**src/rtl/disp_pkg.sv**
```systemverilog
// Shared display codes, FSM states and constants for
// the binary-to-BCD display formatter.
package disp_pkg;

  localparam logic [3:0] BCD_UNDERSCORE = 4'hA;
  localparam logic [3:0] BCD_CLEAR      = 4'hF;

  typedef enum logic [1:0] {
    IDLE,
    CONV,
    FORMAT
  } state_e;

  // 10^n, wide enough for any supported BIN_W+1 compare
  function automatic logic [63:0] pow10(input int n);
    logic [63:0] r;
    r = 64'd1;
    for (int i = 0; i < n; i++) begin
      r = r * 64'd10;
    end
    return r;
  endfunction

endpackage

```
**src/rtl/bcd_digit_adj.sv**
```systemverilog
// Double-dabble nibble correction: add 3 when the
// digit is 5 or more, before the next left shift.
module bcd_digit_adj
  import disp_pkg::*;
(
  input  logic [3:0] din,
  output logic [3:0] dout
);

  always_comb begin
    dout = din;
    if (din >= 4'd5) begin
      dout = din + 4'd3;
    end
  end

endmodule

```
**src/rtl/bcd_display_formatter.sv**
```systemverilog
// Sequential binary-to-BCD converter with leading-zero
// blanking and overflow marking for 7-seg digits.
module bcd_display_formatter
  import disp_pkg::*;
#(
  parameter int NUM_DIGITS = 4,
  parameter int BIN_W      = 14
) (
  input  logic                    clk,
  input  logic                    rst,
  input  logic                    start,
  input  logic [BIN_W-1:0]        value,
  input  logic                    blank_lz,
  output logic                    busy,
  output logic                    done,
  output logic [4*NUM_DIGITS-1:0] digit_codes
);

  localparam int          BW    = 4 * NUM_DIGITS;
  localparam int          CW    = $clog2(BIN_W + 1);
  localparam logic [63:0] LIMIT = pow10(NUM_DIGITS);

  state_e          state_q, state_d;
  logic [BIN_W-1:0] bin_q, bin_d;
  logic [BW-1:0]   bcd_q, bcd_d;
  logic [CW-1:0]   cnt_q, cnt_d;
  logic            ovf_q, ovf_d;
  logic            blz_q, blz_d;
  logic [BW-1:0]   codes_q, codes_d;
  logic            done_q, done_d;

  logic [BW-1:0]   adj;
  logic [BW-1:0]   fmt;
  logic [63:0]     value_ext;
  logic            lead;

  for (genvar g = 0; g < NUM_DIGITS; g++) begin : g_adj
    bcd_digit_adj u_adj (
      .din  (bcd_q[4*g +: 4]),
      .dout (adj[4*g +: 4])
    );
  end

  assign value_ext = {{(64-BIN_W){1'b0}}, value};

  // Zeros above the first nonzero digit blank; digit 0 never does
  always_comb begin
    fmt  = bcd_q;
    lead = 1'b1;
    for (int i = NUM_DIGITS - 1; i >= 1; i--) begin
      if (bcd_q[4*i +: 4] != 4'd0) begin
        lead = 1'b0;
      end
      if (lead && blz_q) begin
        fmt[4*i +: 4] = BCD_CLEAR;
      end
    end
    if (ovf_q) begin
      fmt = {NUM_DIGITS{BCD_UNDERSCORE}};
    end
  end

  always_comb begin
    state_d = state_q;
    bin_d   = bin_q;
    bcd_d   = bcd_q;
    cnt_d   = cnt_q;
    ovf_d   = ovf_q;
    blz_d   = blz_q;
    codes_d = codes_q;
    done_d  = 1'b0;
    unique case (state_q)
      IDLE: begin
        if (start) begin
          bin_d   = value;
          blz_d   = blank_lz;
          ovf_d   = (value_ext >= LIMIT);
          bcd_d   = '0;
          cnt_d   = '0;
          state_d = CONV;
        end
      end
      CONV: begin
        bcd_d = {adj[BW-2:0], bin_q[BIN_W-1]};
        bin_d = bin_q << 1;
        cnt_d = cnt_q + 1'b1;
        if (cnt_q == CW'(BIN_W - 1)) begin
          state_d = FORMAT;
        end
      end
      FORMAT: begin
        codes_d = fmt;
        done_d  = 1'b1;
        state_d = IDLE;
      end
      default: state_d = IDLE;
    endcase
  end

  always_ff @(posedge clk) begin
    if (rst) begin
      state_q <= IDLE;
      bin_q   <= '0;
      bcd_q   <= '0;
      cnt_q   <= '0;
      ovf_q   <= 1'b0;
      blz_q   <= 1'b0;
      codes_q <= {NUM_DIGITS{BCD_CLEAR}};
      done_q  <= 1'b0;
    end else begin
      state_q <= state_d;
      bin_q   <= bin_d;
      bcd_q   <= bcd_d;
      cnt_q   <= cnt_d;
      ovf_q   <= ovf_d;
      blz_q   <= blz_d;
      codes_q <= codes_d;
      done_q  <= done_d;
    end
  end

  assign busy        = (state_q != IDLE);
  assign done        = done_q;
  assign digit_codes = codes_q;

endmodule

```
**config.mk**
```make
export PLATFORM = sky130hd
export DESIGN_NAME = bcd_display_formatter
export DESIGN_NICKNAME = d
export VERILOG_FILES = /design/src/rtl/disp_pkg.sv /design/src/rtl/bcd_digit_adj.sv /design/src/rtl/bcd_display_formatter.sv
export SDC_FILE = /design/constraint.sdc
export NUM_CORES = 1
export LEC_CHECK = 0
export ABC_AREA = 0
export CAP_MARGIN = 0
export CORE_ASPECT_RATIO = 1.75
export CORE_UTILIZATION = 50
export CTS_CLUSTER_SIZE = 14
export DETAILED_ROUTE_END_ITERATION = 10
export GPL_TIMING_DRIVEN = 0
export PLACE_DENSITY_LB_ADDON = 0.25
export RECOVER_POWER = 25
export SLEW_MARGIN = 10
export SYNTH_ARGS = -nofsm -noshare
export SYNTH_HDL_FRONTEND = slang
export SYNTH_HIERARCHICAL = 1
export SYNTH_SLANG_ARGS = --single-unit
```
**constraint.sdc**
```tcl
create_clock -name clk -period 4.03 [get_ports clk]
set_input_delay 0.6045 -clock clk [delete_from_list [all_inputs] [get_ports clk]]
set_output_delay 0.6045 -clock clk [all_outputs]
set_load 0.03 [all_outputs]
```
# Yosys cells after proc, flatten, opt, wreduce, memory -nomap -nowiden
# Index checks and enable logic that the tools add are counted.
# classes
addsub	5
magnitude_cmp	5
eq_ne	5
n_mux	21
n_reduce_logical	12
# ops
operator	n
$mux 16	2
$pmux 16 s2	1
$mux 4	7
$pmux 14 s2	1
$ge 4x3->1 const B	4
$ge 14x14->1 const B	1
$mux 14	1
$add 4x2->4 const B	3
$reduce_bool 4->1	3
$pmux 4 s2	1
$reduce_and 2->1	3
$add 4x1->4 const B	1
$eq 4x4->1 const B	1
$mux 1	4
$mux 2	2
$ne 2x2->1 const B	2
$pmux 2 s2	1
$reduce_bool 2->1	2
$add 3x2->3 const B	1
$logic_and 1x1->1	3
$mux 3	1
$eq 2x1->1 const B	1
$eq 2x2->1 const B	1
$logic_not 2->1	1
# totals
regBits	55
out_inout_bits	18
word_cells	56

# Longest topological paths before layout
# logic_depth
ltp_word	7
depth_mapped	6
mapped_depth_nobuf	6

# By module
# Netlist, hierarchy kept.
# by_module_without_submodules
mod	n_inst	cells_per_inst	area_each_um2	seq_area_each_um2
bcd_display_formatter	1	238	2288.4	1101.1
bcd_digit_adj	4	16	101.3	0.0

# Worst setup path before layout
# No wires, ideal clock.
# synth_path
kind	flip-flop to output port
start	register state_q[1]
end	output busy
arrival_time_ns	1.092
slack_ns	2.333
stages_incl_launch_ff	4
path_cell_list	dfxtp_1 > buf_2 > buf_1 > or2_2
# synth_between
elab_chain_len	1
# synth_lines
element	line_no	text
start, declared	bcd_display_formatter.sv:23	state_e state_q, state_d;
start signal, assigned	bcd_display_formatter.sv:111	state_q <= state_d;
$reduce_bool 2->1	bcd_display_formatter.sv:122	assign busy = (state_q != IDLE);
end, declared	bcd_display_formatter.sv:14	output logic busy,
# Every way passes these cells.

# Final worst setup path
# Ends and elaborated chain as after synthesis.

==> results by group <==
Drt
  • Detail Route Antenna Nets: 0
  • Via count: 2310
  • Initial DRC count: 107
  • Initial DRT Pass Iterations: 8
  • Via density: 5.908
  • Drt drc: 6
  • Final WL: 6.103 mm
  • Wire length per cell: 15.61 um

Timing
  • RSZ-0062 raised after global routing: false
  • Setup_tns: 0 ns
  • Final Slew Violations: 0
  • Slew HR: 29.08%
  • Clk_skew: 0.009884 ns
  • Final period util: 70.50%
  • Max Fclk: 352.0 MHz
  • Final setup fails: 0
  • Minimum clock period: 2.841 ns
  • Final hold vios: 0
  • Worst-margin pin slew: 1.049 ns

Hold path
  • Worst Hold Class: flip-flop to flip-flop
  • Hold Path Stages: 2
  • Hold Path Origin: digit_codes[14]
  • Hold Path End: digit_codes[14]

Cells and area
  • Commonest non-fill, non-tap cell in the layout: dfxtp_1
  • Final core utilization: 61.67%
  • Final nets: 366
  • Share of post-route cells with drive strength above 1: 9.792%
  • Ant. Diodes: 0
  • Area delta synth->final: 16.75%
  • Most frequent cells in the layout: 55 x dfxtp_1, 33 x clkdlybuf4s50_1, 31 x nor2_1, 22 x nand2_1, 20 x a21oi_1
  • Finished Cell Area: 0.003122 sq mm

Global route
  • Grt total ovfl: 0
  • Vias in the first global route: 2273
  • Total track usage: 23.28%
  • First-pass GRT wire length: 10.46 mm
  • Initial antenna violation count: 0
  • Pin count of the biggest net entering global routing: 15

Synth
  • Mapped cell area: 0.002674 sq mm
  • Syn Nets: 326
  • Yosys warning total: 6
  • Mapped Cells: 298
  • Mapped Avg Cell Area: 8.973 sq um

CTS
  • CTS tree: yes
  • Hold-fix buffers, CTS: 0
  • H-tree depth: 2
  • Clock sinks: 55
  • Clock buffer depth: 2
  • Clk_lat worst skew: 0.31 ns
  • Total CTS buffers: 5
  • Post_cts resized: 0
  • Setup bufs post-CTS: 0
  • Clk root buf: clkbuf_8
  • Reg clk slew, reported paths: 0.09 ns

Critical path
  • Worst path arrival time: 2.24 ns
  • Worst-path fanout max: 10
  • CP required: 3.43 ns
  • Crit path from: state_q[1]
  • Reg-to-reg endpoint: digit_codes[6]
  • Reg2Reg Depth: 3
  • Critical path launch point type: flip-flop
  • R2R Setup Slk: 2.01 ns
  • WS Path Type: flip-flop to output port
  • RR Startpoint: bcd_q[14]
  • CP Capture Type: output port

Place
  • Final weighted congestion in routability-driven placement: 0.7901
  • Port Buf Inserts: 33
  • DP HPWL: 4.436 mm
  • DP Area: 0.003072 sq mm

Die
  • Chip height: 98.74 um
  • Core area: 0.005062 sq mm
  • Ports: 36
  • Num rows: 34
  • Die ar.: 0.005656 sq mm
  • Die width: 57.28 um
  • Initial Util: 52.82%

Run status
  • Outcome: complete, but fails checks
  • Violated checks: design-rule violations

Pwr
  • Leakage: 1.300 nW
  • Max IR drop VDD: 0.0001615 V
  • P per Cell Area: 306.7 mW/mm^2

Run
  • Max cap viols: 0
## flip-flops by register name (all words and copies together) (netlist names)
register and flops:
bin_q 14, cnt_q 4, ovf_q 1, bcd_q 16, blz_q 1, state_q 2
done 1, digit_codes 16
## worst max path at each step
| stage | to | slack (ns) | depth (start not counted) |
|---|---|---|---|
| after floorplan | busy | 2.33 | 3 |
| after global placement | busy | 1.57 | 4 |
| after detailed placement | busy | 1.54 | 4 |
| after CTS | busy | 1.21 | 4 |
| after global routing | busy | 1.08 | 4 |
| final | busy | 1.19 | 4 |
## routing by layer
layer	GRT usage (%)	share of wire [%]	vias up
met4	9.381	1.8	0
met2	42.90	52	43
met5	0	0	-
met1	26.04	43	1111
li1	-	-	1146
met3	3.412	2.9	10
## layout make-up
class,instances,area (sq um)
flip-flops and latches,55,1101
well taps,54,67.56
repair buffers,33,330.3
clock buffers,6,72.57
multi-input cells,210,1408
plain buffers,18,86.33
fillers,474,1941
inverters,15,56.30
## power by group
part	leakage [nW]	internal, mW	switching, mW
sequential	0.448	0.559	0.00983
clock	0.0371	0.116	0.163
combinational	0.814	0.0521	0.0569
## critical path: stages, from the launching register on
cell and delay [ns]:
dfxtp_1 0.45, buf_2 0.27, buf_1 0.37, or2_2 0.19, clkdlybuf4s50_1 0.65
## stage by stage
step	worst slack [ns]	power, mW	hold slack (ns)	cells
floorplan	2.333	0.6524	0.4617	298
global route	1.082	0.9958	0.5052	391
finish	1.189	0.9573	0.4746	391
CTS	1.211	0.9614	0.4776	391
global placement	1.568	0.6894	0.4512	385
detailed placement	1.542	0.6913	0.4582	385
No activity file was read; power rests on OpenSTA's default activity.
